==> src/rtl/vga_pkg.sv <==
// Shared VGA constants and the VRAM arbiter state encoding.
package vga_pkg;

  localparam int H_ACTIVE     = 800;
  localparam int V_ACTIVE     = 600;
  localparam int FRAME_PIXELS = H_ACTIVE * V_ACTIVE;
  localparam int ADDR_W       = 19;
  localparam int DATA_W       = 12;
  localparam int FIFO_DEPTH   = 16;

  typedef enum logic [1:0] {
    WAIT_FRAME = 2'd0,
    ACTIVE     = 2'd1,
    DONE       = 2'd2
  } arb_state_e;

endpackage

==> src/rtl/pixel_fifo.sv <==
// Show-ahead pixel FIFO; flush beats push and pop, dout reads 0 when empty.
module pixel_fifo #(
  parameter int DATA_W = 12,
  parameter int DEPTH  = 16,
  localparam int PW    = $clog2(DEPTH),
  localparam int CW    = PW + 1
) (
  input  logic              clk,
  input  logic              rst,
  input  logic              push,
  input  logic              pop,
  input  logic              flush,
  input  logic [DATA_W-1:0] din,
  output logic [DATA_W-1:0] dout,
  output logic [CW-1:0]     count,
  output logic              empty,
  output logic              full
);

  logic [DATA_W-1:0] mem_q [DEPTH];
  logic [PW-1:0]     rd_ptr_q, wr_ptr_q;
  logic [CW-1:0]     count_q;
  logic              do_push, do_pop;

  assign empty   = (count_q == '0);
  assign full    = (count_q == CW'(DEPTH));
  assign do_pop  = pop & ~empty;
  assign do_push = push & (~full | do_pop);

  always_ff @(posedge clk or posedge rst) begin
    if (rst) begin
      rd_ptr_q <= '0;
      wr_ptr_q <= '0;
      count_q  <= '0;
    end else if (flush) begin
      rd_ptr_q <= '0;
      wr_ptr_q <= '0;
      count_q  <= '0;
    end else begin
      if (do_push) wr_ptr_q <= wr_ptr_q + 1'b1;
      if (do_pop)  rd_ptr_q <= rd_ptr_q + 1'b1;
      count_q <= count_q + CW'(do_push) - CW'(do_pop);
    end
  end

  always_ff @(posedge clk) begin
    if (do_push && !flush) mem_q[wr_ptr_q] <= din;
  end

  assign dout  = empty ? '0 : mem_q[rd_ptr_q];
  assign count = count_q;

endmodule

==> src/rtl/vram_arbiter.sv <==
// Shares the single-port VRAM between raster-order display prefetch and a pixel writer.
module vram_arbiter
  import vga_pkg::*;
#(
  parameter int H_ACTIVE   = vga_pkg::H_ACTIVE,
  parameter int V_ACTIVE   = vga_pkg::V_ACTIVE,
  parameter int ADDR_W     = vga_pkg::ADDR_W,
  parameter int DATA_W     = vga_pkg::DATA_W,
  parameter int FIFO_DEPTH = vga_pkg::FIFO_DEPTH
) (
  input  logic              MAX10_CLK1_50,
  input  logic              rst,
  input  logic              frame_start,
  input  logic              pix_rd,
  output logic              pix_valid,
  output logic [DATA_W-1:0] pix_data,
  output logic              underflow,
  input  logic              wr_valid,
  input  logic [ADDR_W-1:0] wr_addr,
  input  logic [DATA_W-1:0] wr_data,
  output logic              wr_ready,
  output logic [ADDR_W-1:0] mem_addr,
  output logic              mem_we,
  output logic [DATA_W-1:0] mem_wdata,
  input  logic [DATA_W-1:0] mem_rdata
);

  localparam int CW = $clog2(FIFO_DEPTH) + 1;
  localparam logic [ADDR_W-1:0] LAST_ADDR = ADDR_W'(H_ACTIVE * V_ACTIVE - 1);

  arb_state_e        state_q, state_d;
  logic [ADDR_W-1:0] fetch_addr_q, fetch_addr_d;
  logic              inflight_q, inflight_d;
  logic              underflow_q, underflow_d;
  logic [CW-1:0]     fifo_count, occ;
  logic              fifo_empty, fifo_full, fifo_push;
  logic              urgent, slot_free, rd_issue, wr_fire;

  // A read issued last cycle is counted as occupied so we never overfill.
  assign occ    = fifo_count + CW'(inflight_q);
  assign urgent = (state_q == ACTIVE) && (occ < CW'(FIFO_DEPTH / 2));

  always_ff @(posedge MAX10_CLK1_50 or posedge rst) begin
    if (rst) begin
      state_q      <= WAIT_FRAME;
      fetch_addr_q <= '0;
      inflight_q   <= 1'b0;
      underflow_q  <= 1'b0;
    end else begin
      state_q      <= state_d;
      fetch_addr_q <= fetch_addr_d;
      inflight_q   <= inflight_d;
      underflow_q  <= underflow_d;
    end
  end

  always_comb begin
    state_d      = state_q;
    fetch_addr_d = fetch_addr_q;
    slot_free    = 1'b0;
    rd_issue     = 1'b0;
    case (state_q)
      ACTIVE: begin
        if (urgent) begin
          rd_issue = 1'b1;
        end else begin
          slot_free = 1'b1;
          if (!wr_valid && occ < CW'(FIFO_DEPTH)) rd_issue = 1'b1;
        end
      end
      default: slot_free = 1'b1;
    endcase
    if (rd_issue) begin
      fetch_addr_d = fetch_addr_q + 1'b1;
      if (fetch_addr_q == LAST_ADDR) state_d = DONE;
    end
    // A read issued alongside frame_start belongs to the old frame and is dropped.
    inflight_d  = rd_issue & ~frame_start;
    underflow_d = underflow_q | (pix_rd & fifo_empty);
    if (frame_start) begin
      state_d      = ACTIVE;
      fetch_addr_d = '0;
      underflow_d  = 1'b0;
    end
  end

  assign wr_ready = slot_free & ~rst;
  assign wr_fire  = wr_valid & wr_ready;

  always_comb begin
    mem_we    = 1'b0;
    mem_addr  = '0;
    mem_wdata = '0;
    if (wr_fire) begin
      mem_we    = 1'b1;
      mem_addr  = wr_addr;
      mem_wdata = wr_data;
    end else if (rd_issue) begin
      mem_addr  = fetch_addr_q;
    end
  end

  assign fifo_push = inflight_q & ~fifo_full;

  pixel_fifo #(
    .DATA_W (DATA_W),
    .DEPTH  (FIFO_DEPTH)
  ) u_fifo (
    .clk   (MAX10_CLK1_50),
    .rst   (rst),
    .push  (fifo_push),
    .pop   (pix_rd),
    .flush (frame_start),
    .din   (mem_rdata),
    .dout  (pix_data),
    .count (fifo_count),
    .empty (fifo_empty),
    .full  (fifo_full)
  );

  assign pix_valid = ~fifo_empty;
  assign underflow = underflow_q;

endmodule

==> config.mk <==
export PLATFORM = sky130hd
export DESIGN_NAME = vram_arbiter
export DESIGN_NICKNAME = d
export VERILOG_FILES = /design/src/rtl/vga_pkg.sv /design/src/rtl/pixel_fifo.sv /design/src/rtl/vram_arbiter.sv
export SDC_FILE = /design/constraint.sdc
export NUM_CORES = 1
export LEC_CHECK = 0
export BUFFER_PORTS_ARGS = -buffer_cell sky130_fd_sc_hd__buf_2
export CAP_MARGIN = 5
export CORE_AREA = 2 2 141 246
export CTS_BUF_LIST = sky130_fd_sc_hd__clkbuf_8
export DETAILED_ROUTE_END_ITERATION = 10
export DIE_AREA = 0 0 143 248
export SYNTH_ARGS = -nofsm -noshare
export SYNTH_HDL_FRONTEND = slang
export SYNTH_SLANG_ARGS = --single-unit
export TNS_END_PERCENT = 5
==> constraint.sdc <==
create_clock -name MAX10_CLK1_50 -period 4 [get_ports MAX10_CLK1_50]
set_clock_uncertainty 0.05 [all_clocks]
set_input_delay 0 -clock MAX10_CLK1_50 [delete_from_list [all_inputs] [get_ports MAX10_CLK1_50]]
set_output_delay 0 -clock MAX10_CLK1_50 [all_outputs]
set_load 0.02 [all_outputs]
==> reports/qor.yml <==
dp_hpwl_um: 14300
avgRoutedWirePerCell_um: 18.2
critPathCaptureType: "flip-flop"
cts_buffers: 37
grt_max_degree: 48
hold_viol_final: 0
grt_pass1_vias: 5971
grt_first_pass_wirelength_um: 34100
critPathMaxFanout: 8
fin_setup_tns_ns: 0
ys_ff_latch: 228
syn_inst: 594
yosysUniqueCellTypes: 52
fp.dieArea_um2: 35500
cts.clk_slew.worst_paths_ns: 0.06
synth_edf_count: 192
rsz0062_at_grt: "no"
cts_resized: 0
numClockSinks: 228
clock_latency_ns: 0.52
syn_avg_cell_area_um2: 16.7
n_fill_cell: 3204
post_cts_buffers: 0
gp_congestion: 0.743
path_class: "reg2reg"
leakagePower_nw: 4.15
synthArstFlopShare: 0.158
crit_required_ns: 4.33
yosys_warnings: 0
timing.rr.start: "u_fifo.count[3]"
root_buffer: "clkbuf_8"
grt.total_usage: 0.128
syn_area_um2: 9900
reg2reg_slack_ns: 0.73
synth_nets: 657
ys_seq_area_frac: 0.673
antenna_cells: 0
startpoint: "u_fifo.count[3]"
fin_hold_ws_ns: 0.0362
r2r.worst_path.cells: 14
core_area_um2: 33500
drive_gt1_frac: 0.313
synth_ff_type: "edfxtp_1"
wl_um: 22000
htree_levels: 2
port-buffer-count: 94
min_period_over_period: 0.819
fmax_ghz: 0.305
period_minus_slack_ns: 3.27
start_kind: "flip-flop"
via_per_inst: 4.64
drtPass1Iterations: 4
cts_tree: "yes"
clockBufferDepth: 3
via_count: 5610
setup_viol: 0
drcViolationCount: 0
start_util: 0.295
areaGrowthSynthToFinish_pct: 18.8
critical_path_arrival_ns: 3.61
row_count: 89
postRouteAntennaNets: 0
rr_endpoint: "u_fifo.count[4]"
worst_pin_slew_ns: 0.830
nets: 794
antenna_found_initial: 0
die_height_um: 248
critPathCapture: "u_fifo.count[4]"
max_cap_viol_count: 0
io_pins: 95
die_w_um: 143
power.density_nw_per_um2: 516
first_iter_violations: 330
overflow: 0
peakVddDrop_v: 0.000251
drv_slew: 0
relSlewSlack: 0.447
min_path_type: "in2reg"
outcome: "complete, no violations"
[worst min-delay path by stage]
stage                                     to        start  depth (start not counted)
final                        u_fifo.count[1]  frame_start                          3
after global routing      u_fifo.rd_ptr_q[3]  frame_start                          3
after CTS                 u_fifo.rd_ptr_q[0]  frame_start                          3
after detailed placement    fetch_addr_q[12]          rst                          3
after global placement      fetch_addr_q[12]          rst                          3
after floorplan                     wr_ready          rst                          1
[state kept, by name, indices dropped and copies added, names as in the netlist]
signal,count
u_fifo.count,5
inflight_q,1
u_fifo.rd_ptr_q,4
u_fifo.mem_q,192
state_q,2
u_fifo.wr_ptr_q,4
underflow,1
fetch_addr_q,19
[critical path: stages, from the launching register on]
cell      delay, ns
dfrtp_1        0.45
inv_1          0.11
ha_1           0.18
or4b_2         0.72
nand2_1        0.17
inv_1          0.06
ha_1           0.27
inv_1          0.06
ha_1           0.16
inv_1          0.05
fa_1           0.37
nor2b_1        0.17
o21bai_1       0.10
a21oi_1        0.15
nor3b_1        0.06
[metrics by stage]
stage	instances	cell area, um2	utilization	power [mW]	setup WS [ns]
detailed placement	1132	11000	0.328	4.38	0.717
global route	1209	11800	0.351	6.41	0.527
floorplan	594	9900	-	3.93	0.940
global placement	1132	11000	0.328	4.36	0.827
CTS	1209	11800	0.351	6.18	0.697
finish	1209	11800	0.351	6.07	0.725
[synthesized netlist by cell type, types with 2 or more instances]
cell	n	area [um2]
nor3_1	10	50.1
nor4b_1	2	17.5
or4_1	5	37.5
buf_2	14	70.1
o31ai_1	5	37.5
mux2_1	7	78.8
mux2i_1	26	260
nand2_1	17	63.8
nand2b_1	5	31.3
edfxtp_1	192	5770
and4_1	3	26.3
buf_1	4	15.0
nor2_1	34	128
o22ai_1	12	75.1
inv_1	16	60.1
nor2b_1	14	87.6
mux2_2	4	45.0
dfrtp_1	36	901
nor4_1	2	12.5
and2_1	13	81.3
xnor2_1	4	35.0
mux4_2	48	1080
nand3_1	17	85.1
nor4_2	7	87.6
ha_1	14	175
xor2_1	5	43.8
a22o_1	19	166
nand4_1	2	12.5
and3_1	5	31.3
o21ai_0	2	10.0
a21oi_1	13	65.1
clkbuf_1	16	60.1
nor3b_1	2	15.0
[cell type report]
cell class              instances  area [um2]  area share
clock inverters                25         116     0.00989
flip-flops and latches        228        6670       0.567
repair buffers                134         808      0.0687
clock buffers                  37         509      0.0433
well taps                     455         569      0.0484
inverters                      16        60.1     0.00510
multi-input cells             314        3030       0.258
[layer usage]
metal | wire [um] | global-route usage | up-vias | share of wire
met4 | 538 | 0.0466 | 0 | 0.024
met5 | 0 | 0 | - | 0
li1 | - | - | 2607 | -
met1 | 8600 | 0.143 | 2811 | 0.39
met2 | 11900 | 0.241 | 152 | 0.54
met3 | 920 | 0.0201 | 40 | 0.042
[what timing repair did]
action,4_1_cts,5_1_grt
hold buffers,15,0
hold endpoints to repair,234,0
endpoints found under the setup margin,0,0
[power by group]
part / internal [mW] / switching, mW
combinational: 0.668 / 0.789
sequential: 2.66 / 0.184
clock: 0.866 / 0.904
[cells in the final DEF, fill, tap and decap left out, drive strengths merged, types with 2 or more instances in the layout]
| master | n |
|---|---|
| nand2b | 5 |
| edfxtp | 192 |
| nor2 | 34 |
| nor2b | 14 |
| mux2i | 27 |
| nor4 | 9 |
| o31ai | 5 |
| and3 | 5 |
| nor4b | 2 |
| a21oi | 14 |
| o21ai | 2 |
| nand4 | 2 |
| or4 | 5 |
| a22o | 19 |
| buf | 119 |
| nor3 | 10 |
| clkbuf | 37 |
| xor2 | 5 |
| mux4 | 48 |
| nand2 | 17 |
| nor3b | 2 |
| clkinv | 13 |
| dfrtp | 36 |
| clkinvlp | 3 |
| ha | 14 |
| inv | 25 |
| and4 | 3 |
| o22ai | 12 |
| nand3 | 17 |
| mux2 | 12 |
| dlygate4sd3 | 15 |
| xnor2 | 4 |
| and2 | 13 |
[logic make-up after synthesis]
| group | share of synthesized area |
|---|---|
| AOI/OAI and AO/OA | 0.0416 |
| buffers and inverters | 0.0226 |
| muxes | 0.151 |
| adders and majority gates | 0.0197 |
| DFF | 0.673 |
| xor gates and xnor gates | 0.00796 |
| and+or+nand+nor | 0.0839 |
No activity file was read; power rests on OpenSTA's default activity.
